**config.mk**
```make
export PLATFORM = sky130hd
export DESIGN_NAME = muldiv_unit
export DESIGN_NICKNAME = d
export VERILOG_FILES = /design/src/rtl/muldiv_unit.sv
export SDC_FILE = /design/constraint.sdc
export NUM_CORES = 1
export LEC_CHECK = 0
export BUFFER_PORTS_ARGS = -buffer_cell sky130_fd_sc_hd__buf_2
export CAP_MARGIN = 10
export CORE_ASPECT_RATIO = 0.75
export CORE_MARGIN = 2
export CORE_UTILIZATION = 46
export CTS_CLUSTER_SIZE = 28
export DETAILED_ROUTE_END_ITERATION = 10
export GPL_TIMING_DRIVEN = 1
export SETUP_SLACK_MARGIN = 0.02
export SYNTH_ARGS = -nofsm -noshare
export SYNTH_HDL_FRONTEND = slang
export SYNTH_SLANG_ARGS = --single-unit
```
**constraint.sdc**
```tcl
create_clock -name clk -period 14.9 [get_ports clk]
set_input_delay 0.745 -clock clk [delete_from_list [all_inputs] [get_ports clk]]
set_output_delay 0.745 -clock clk [all_outputs]
set_load 0.02 [all_outputs]
```
**src/rtl/muldiv_unit.sv**
```systemverilog
// Iterative RV32M multiply/divide unit: shift-add multiply and restoring divide,
// one result bit per cycle, valid/ready handshake on both sides.
module muldiv_unit #(
  parameter int unsigned XLEN = 32,
  localparam int unsigned CNT_W = $clog2(XLEN) + 1
) (
  input  logic            clk,
  input  logic            rst,
  input  logic            flush,
  input  logic            in_valid,
  output logic            in_ready,
  input  logic [2:0]      op,
  input  logic [XLEN-1:0] src_a,
  input  logic [XLEN-1:0] src_b,
  output logic            out_valid,
  input  logic            out_ready,
  output logic [XLEN-1:0] result,
  output logic            busy
);

  localparam int unsigned W2 = 2 * XLEN;

  typedef enum logic [1:0] {
    S_IDLE,
    S_RUN,
    S_DONE
  } state_e;

  state_e            state_q, state_d;
  logic [2:0]        op_q, op_d;
  logic              neg_q, neg_d;
  logic [XLEN-1:0]   a_mag_q, a_mag_d;
  logic [XLEN-1:0]   b_mag_q, b_mag_d;
  logic [W2-1:0]     acc_q, acc_d;
  logic [CNT_W-1:0]  cnt_q, cnt_d;
  logic [XLEN-1:0]   result_q, result_d;
  logic              out_valid_q, out_valid_d;
  logic              in_ready_q, in_ready_d;
  logic              busy_q, busy_d;

  logic [XLEN:0]     mul_sum;
  logic [XLEN:0]     div_shift;
  logic              div_ge;
  logic [XLEN-1:0]   div_rem;
  logic [W2-1:0]     iter;
  logic [W2-1:0]     prod;
  logic [XLEN-1:0]   quo_rem;
  logic [XLEN-1:0]   final_res;

  logic              a_signed, b_signed, sign_a, sign_b;
  logic [XLEN-1:0]   a_mag_in, b_mag_in;
  logic              div_by_zero, div_ovf;

  // One datapath step; acc holds {partial, multiplier} or {remainder, quotient}.
  always_comb begin
    mul_sum   = {1'b0, acc_q[W2-1:XLEN]} + (acc_q[0] ? {1'b0, a_mag_q} : {(XLEN+1){1'b0}});
    div_shift = {acc_q[W2-1:XLEN], acc_q[XLEN-1]};
    div_ge    = (div_shift >= {1'b0, b_mag_q});
    div_rem   = div_ge ? XLEN'(div_shift - {1'b0, b_mag_q}) : div_shift[XLEN-1:0];
    iter      = op_q[2] ? {div_rem, acc_q[XLEN-2:0], div_ge}
                        : {mul_sum, acc_q[XLEN-1:1]};
    prod      = neg_q ? -iter : iter;
    quo_rem   = op_q[1] ? iter[W2-1:XLEN] : iter[XLEN-1:0];
    if (op_q[2]) begin
      final_res = neg_q ? -quo_rem : quo_rem;
    end else begin
      final_res = (op_q[1:0] == 2'b00) ? prod[XLEN-1:0] : prod[W2-1:XLEN];
    end
  end

  // Operand sign/magnitude and special-case decode at the accept edge.
  always_comb begin
    a_signed    = (op == 3'b001) || (op == 3'b010) || (op == 3'b100) || (op == 3'b110);
    b_signed    = (op == 3'b001) || (op == 3'b100) || (op == 3'b110);
    sign_a      = a_signed & src_a[XLEN-1];
    sign_b      = b_signed & src_b[XLEN-1];
    a_mag_in    = sign_a ? -src_a : src_a;
    b_mag_in    = sign_b ? -src_b : src_b;
    div_by_zero = op[2] && (src_b == '0);
    div_ovf     = op[2] && !op[0] && (src_a == {1'b1, {(XLEN-1){1'b0}}}) && (&src_b);
  end

  always_comb begin
    state_d  = state_q;
    op_d     = op_q;
    neg_d    = neg_q;
    a_mag_d  = a_mag_q;
    b_mag_d  = b_mag_q;
    acc_d    = acc_q;
    cnt_d    = cnt_q;
    result_d = result_q;
    if (flush) begin
      state_d = S_IDLE;
    end else begin
      case (state_q)
        S_IDLE: begin
          if (in_valid) begin
            op_d    = op;
            neg_d   = (op[2] && op[1]) ? sign_a : (sign_a ^ sign_b);
            a_mag_d = a_mag_in;
            b_mag_d = b_mag_in;
            cnt_d   = '0;
            acc_d   = op[2] ? {{XLEN{1'b0}}, a_mag_in} : {{XLEN{1'b0}}, b_mag_in};
            if (div_by_zero) begin
              state_d  = S_DONE;
              result_d = op[1] ? src_a : {XLEN{1'b1}};
            end else if (div_ovf) begin
              state_d  = S_DONE;
              result_d = op[1] ? {XLEN{1'b0}} : src_a;
            end else begin
              state_d = S_RUN;
            end
          end
        end
        S_RUN: begin
          acc_d = iter;
          if (cnt_q != CNT_W'(XLEN)) begin
            cnt_d = cnt_q + CNT_W'(1);
          end
          if (cnt_q == CNT_W'(XLEN - 1)) begin
            state_d  = S_DONE;
            result_d = final_res;
          end
        end
        S_DONE: begin
          if (out_ready) begin
            state_d = S_IDLE;
          end
        end
        default: state_d = S_IDLE;
      endcase
    end
    out_valid_d = (state_d == S_DONE);
    in_ready_d  = (state_d == S_IDLE);
    busy_d      = (state_d != S_IDLE);
  end

  always_ff @(posedge clk) begin
    if (rst) begin
      state_q     <= S_IDLE;
      op_q        <= '0;
      neg_q       <= 1'b0;
      a_mag_q     <= '0;
      b_mag_q     <= '0;
      acc_q       <= '0;
      cnt_q       <= '0;
      result_q    <= '0;
      out_valid_q <= 1'b0;
      in_ready_q  <= 1'b1;
      busy_q      <= 1'b0;
    end else begin
      state_q     <= state_d;
      op_q        <= op_d;
      neg_q       <= neg_d;
      a_mag_q     <= a_mag_d;
      b_mag_q     <= b_mag_d;
      acc_q       <= acc_d;
      cnt_q       <= cnt_d;
      result_q    <= result_d;
      out_valid_q <= out_valid_d;
      in_ready_q  <= in_ready_d;
      busy_q      <= busy_d;
    end
  end

  assign out_valid = out_valid_q;
  assign in_ready  = in_ready_q;
  assign busy      = busy_q;
  assign result    = result_q;

endmodule

```
==> flow_summary.html <==
<table>
<tr><th>Metric</th><th>Value</th></tr>
<tr><th colspan="2">Run status</th></tr>
<tr><td>Outcome</td><td>completed</td></tr>
<tr><th colspan="2">Logic synthesis</th></tr>
<tr><td>Proportion of synthesized flip-flops having asynchronous set or reset</td><td>0</td></tr>
<tr><td>Count of different cell masters after synthesis</td><td>98</td></tr>
<tr><td>Gate Count Post-Synth</td><td>~2600</td></tr>
<tr><td>Number of storage elements in the synthesis netlist</td><td>175</td></tr>
<tr><td>Top FF cell, synth</td><td>dfxtp_1</td></tr>
<tr><td>Net Count, Synth</td><td>2764</td></tr>
<tr><td>Sequential element share of the synthesized area</td><td>0.189</td></tr>
<tr><td>Per-instance average area after synthesis</td><td>7.06 sq um</td></tr>
<tr><td>Number of synthesis warnings</td><td>0</td></tr>
<tr><td>Post-synth EDFFs</td><td>0</td></tr>
<tr><td>Total standard cell area after synthesis</td><td>18500 sq um</td></tr>
<tr><th colspan="2">Worst setup path</th></tr>
<tr><td>Required time of the critical path</td><td>approximately 15 ns</td></tr>
<tr><td>Ordered list of cells on the worst path</td><td>ha_1 &gt; nor2b_1 &gt; o2111a_1 &gt; o21ai_1 &gt; a31o_1 &gt; buf_4 &gt; a31oi_1 &gt; inv_1 &gt; ha_1 &gt; nor3b_1 &gt; o2111a_1 &gt; and2_1 &gt; nand4_1 &gt; and4bb_2 &gt; and2_1 &gt; nand3_1 &gt; o41ai_1 &gt; xnor2_1 &gt; o21ai_0 &gt; a22o_1</td></tr>
<tr><td>Start of the worst register-to-register path</td><td>acc_q[32]</td></tr>
<tr><td>Crit. Startpoint</td><td>acc_q[32]</td></tr>
<tr><td>Endpoint arrival time on the critical path</td><td>roughly 6.7 ns</td></tr>
<tr><td>Slowest stage cell on the critical path</td><td>a31o_1</td></tr>
<tr><td>Endpoint class of the critical path</td><td>flip-flop</td></tr>
<tr><td>Delay contributed by the slowest stage of the critical path</td><td>0.53 ns</td></tr>
<tr><td>Critical path class</td><td>reg2reg</td></tr>
<tr><td>CP top delay family</td><td>compound AO/OA/AOI/OAI gates</td></tr>
<tr><td>Peak fanout along the critical path</td><td>19</td></tr>
<tr><td>Startpoint types</td><td>flip-flop</td></tr>
<tr><td>Buffers and inverters on the worst path</td><td>2</td></tr>
<tr><th colspan="2">Clock network</th></tr>
<tr><td>Maximum count of clock buffers along a single path</td><td>2</td></tr>
<tr><td>Clock transition time at the flip-flop clock pins of the worst setup and hold paths</td><td>0.09 ns</td></tr>
<tr><td>Number of CTS-inserted buffers</td><td>17</td></tr>
<tr><td># Post-CTS Setup Buffers</td><td>0</td></tr>
<tr><td>Clock tree sinks</td><td>around 180</td></tr>
<tr><td>CTS Root Buffer Type</td><td>clkbuf_16</td></tr>
<tr><td>Clock tree from TritonCTS</td><td>yes</td></tr>
<tr><td>Number of buffers inserted for hold repair after clock tree synthesis</td><td>0</td></tr>
<tr><td>PostCTS Resize Cnt</td><td>0</td></tr>
<tr><td>Clock insertion delay at the later pin of the skew report</td><td>approximately 0.50 ns</td></tr>
<tr><td>H-Tree Depth</td><td>4</td></tr>
<tr><th colspan="2">Floorplanning</th></tr>
<tr><td>Core box area</td><td>39600 sq um</td></tr>
<tr><td>Vertical die dimension</td><td>about 180 um</td></tr>
<tr><td>Count of standard-cell rows</td><td>63</td></tr>
<tr><td>Initial cell density of the core</td><td>0.467</td></tr>
<tr><td>Number of top-level design ports</td><td>107</td></tr>
<tr><td>Die Outline Area</td><td>41800 sq um</td></tr>
<tr><td>Die span in x</td><td>approximately 240 um</td></tr>
<tr><th colspan="2">Power and ir drop</th></tr>
<tr><td>Switching part of the total</td><td>0.428</td></tr>
<tr><td>Ratio of total power to cell area</td><td>78.9 nW/um^2</td></tr>
<tr><td>Comb power frac</td><td>0.360</td></tr>
<tr><td>Worst-case vdd ir drop</td><td>97.9 uV</td></tr>
<tr><td>Part of the power in registers</td><td>0.331</td></tr>
<tr><td>Pleak</td><td>~7.6 nW</td></tr>
<tr><td>Total net switching power</td><td>approximately 0.67 mW</td></tr>
<tr><td>Part of the total power dissipated in the clock network</td><td>0.309</td></tr>
<tr><td>Overall Power</td><td>around 1.6 mW</td></tr>
<tr><td>Internal power</td><td>between 0.8 and 0.9 mW</td></tr>
<tr><th colspan="2">STA</th></tr>
<tr><td>Setup violation total in the final timing report</td><td>0</td></tr>
<tr><td>Sum Neg Setup Slack</td><td>0 ns</td></tr>
<tr><td>Slew Viols, Final</td><td>0</td></tr>
<tr><td>Worst-Margin Slew</td><td>1.36 ns</td></tr>
<tr><td>Achievable clock frequency</td><td>around 0.16 GHz</td></tr>
<tr><td>Slew Limit Headroom</td><td>0.0935</td></tr>
<tr><td>Min Clock Period, post-route</td><td>between 6 and 7 ns</td></tr>
<tr><td>Final clock skew</td><td>between 0.015 and 0.02 ns</td></tr>
<tr><td>Final-report hold violation count</td><td>0</td></tr>
<tr><td>Final period util</td><td>0.423</td></tr>
<tr><td>Unrepaired setup endpoints after global routing</td><td>no</td></tr>
<tr><th colspan="2">Cells and area</th></tr>
<tr><td>Fraction of final layout cells sized beyond drive strength 1</td><td>0.0936</td></tr>
<tr><td>Area Overhead vs Synth</td><td>6.97%</td></tr>
<tr><td>Final-stage net count</td><td>2728</td></tr>
<tr><td>Final-layout fill cell count</td><td>4043</td></tr>
<tr><th colspan="2">Global route</th></tr>
<tr><td>Via count of the first global-routing pass</td><td>19000</td></tr>
<tr><td>Number of antenna violations at the first check in global routing</td><td>2</td></tr>
<tr><td>Wire length of the first global-routing pass</td><td>128000 um</td></tr>
<tr><td>Overflow left after global routing</td><td>0</td></tr>
<tr><td>Total GRT Usage</td><td>0.413</td></tr>
<tr><td>Largest net degree at the start of global routing</td><td>129</td></tr>
<tr><th colspan="2">Hold path</th></tr>
<tr><td>Hold path startpoint</td><td>a_mag_q[31]</td></tr>
<tr><td>Worst Hold Class</td><td>reg2reg</td></tr>
<tr><th colspan="2">Detailed routing</th></tr>
<tr><td>Antenna-violating nets left</td><td>0</td></tr>
<tr><td>WL per Instance</td><td>28.4 um</td></tr>
<tr><td>Violation count after the first detailed-routing iteration</td><td>roughly 3000</td></tr>
<tr><td>Router iterations before antenna repair</td><td>6</td></tr>
<tr><td>Routed vias</td><td>21200</td></tr>
<tr><td>Via density per instance</td><td>approximately 6.8</td></tr>
<tr><td>Total DRC errors in the routed layout</td><td>0</td></tr>
<tr><td>Total Wirelength</td><td>88600 um</td></tr>
<tr><th colspan="2">Run</th></tr>
<tr><td>Max-cap violation count</td><td>0</td></tr>
<tr><th colspan="2">Place</th></tr>
<tr><td>Routability-driven placement congestion ratio</td><td>around 1</td></tr>
<tr><td>Buffers added on ports</td><td>106</td></tr>
<tr><td>Post-DP HPWL</td><td>68400 um</td></tr>
</table>
## stage by stage
step	hold WS [ns]	cells	utilization	setup WS, ns	instance area (sq um)
final	0.490	3118	0.500	8.59	19800
after floorplan	0.432	2619	-	10.15	18500
after detailed placement	0.468	3083	0.485	8.81	19200
after CTS	0.487	3115	0.499	8.75	19800
after global placement	0.460	3083	0.485	9.00	19200
after global routing	0.515	3116	0.500	8.18	19800
## power groups by stage
stage	clock network, mW	registers (mW)	logic, mW
final	0.481	0.516	0.562
after global routing	0.497	0.519	0.593
after CTS	0.479	0.515	0.540
after detailed placement	0	0.526	0.538
after global placement	0	0.525	0.539
after floorplan	0	0.513	0.354
## layout by cell type (no fill, tap or decap), types with 28 or more instances in the layout
cell type	Yosys	layout
inv_1	71	70
a21o_1	44	44
o211ai_1	37	37
ha_1	71	71
o31ai_1	28	28
xor2_1	61	61
nor2_1	341	338
a31oi_1	36	36
buf_2	30	105
and2_1	52	52
buf_4	9	36
xnor2_1	77	77
mux2i_1	83	83
o21ai_0	143	142
a21oi_1	217	217
nor3_1	85	84
dfxtp_1	175	173
nand3_1	59	59
nand4_1	34	34
nand2_1	220	219
a211oi_1	123	123
nor4_1	29	29
## area by class of cell
type                    instances  area [sq um]  area share
diodes                          2          5.00    0.000253
well taps                     520           651      0.0329
repair buffers                144           841      0.0425
clock buffers                  18           439      0.0222
inverters                      73           274      0.0139
clock inverters                14           139     0.00702
multi-input cells            2172         13900       0.704
flip-flops and latches        175          3510       0.177
## cell families after synthesis
kind of cell / after synthesis / synth area share
simple gates: 972 / 0.252
xor+xnor: 138 / 0.0654
flops: 175 / 0.189
mux: 104 / 0.0589
compound gates: 860 / 0.311
buf+inv: 272 / 0.0598
fa+ha+maj: 98 / 0.0638
## final timing paths
| kind | end | slack (ns) | depth (start not counted) |
|---|---|---|---|
| setup / recovery | result[26] | 8.59 | 20 |
| hold / removal | a_mag_q[31] | 0.49 | 2 |
| setup reg to reg | result[26] | 8.59 | 20 |
| hold reg to reg | a_mag_q[31] | 0.49 | 2 |
## state kept, by name, summed over array words and instances, names as in the netlist, 2 cells and up
register / cells
op_q: 3
acc_q: 64
b_mag_q: 32
cnt_q: 6
state_q: 2
result: 32
a_mag_q: 32
## routing by layer
| layer | part of all wire | global-route usage | wire length (um) |
|---|---|---|---|
| met1 | 0.43 | 0.564 | 38000 |
| met2 | 0.40 | 0.591 | 35700 |
| met3 | 0.12 | 0.123 | 10300 |
| met4 | 0.052 | 0.202 | 4620 |
| met5 | 0.00017 | 0 | 15 |
## synthesized netlist by cell type (17+ instances only)
master      n  area (sq um)
nor2_1    341          1280
nand2_1   220           826
a21oi_1   217          1090
dfxtp_1   175          3500
clkbuf_1  143           537
o21ai_0   143           716
a211oi_1  123           923
nor3_1     85           425
mux2i_1    83           831
xnor2_1    77           674
ha_1       71           888
inv_1      71           267
xor2_1     61           534
nand3_1    59           295
and2_1     52           325
a21o_1     44           330
o211ai_1   37           278
a31oi_1    36           225
nand4_1    34           213
buf_2      30           150
nor4_1     29           181
o31ai_1    28           210
a22oi_1    27           203
or3_1      27           169
maj3_1     25           250
nand2b_1   22           138
and3_1     21           131
mux2_2     19           214
o21a_1     18           135
nor2b_1    17           106
## worst reg2reg max path, cell delays in order (launching register included)
cell,delay (ns)
dfxtp_1,0.47
ha_1,0.34
nor2b_1,0.19
o2111a_1,0.25
o21ai_1,0.35
a31o_1,0.53
buf_4,0.36
a31oi_1,0.30
inv_1,0.14
ha_1,0.21
nor3b_1,0.25
o2111a_1,0.38
and2_1,0.21
nand4_1,0.21
and4bb_2,0.45
and2_1,0.27
nand3_1,0.33
o41ai_1,0.42
xnor2_1,0.16
o21ai_0,0.11
a22o_1,0.27
No activity file was read; power rests on OpenSTA's default activity.
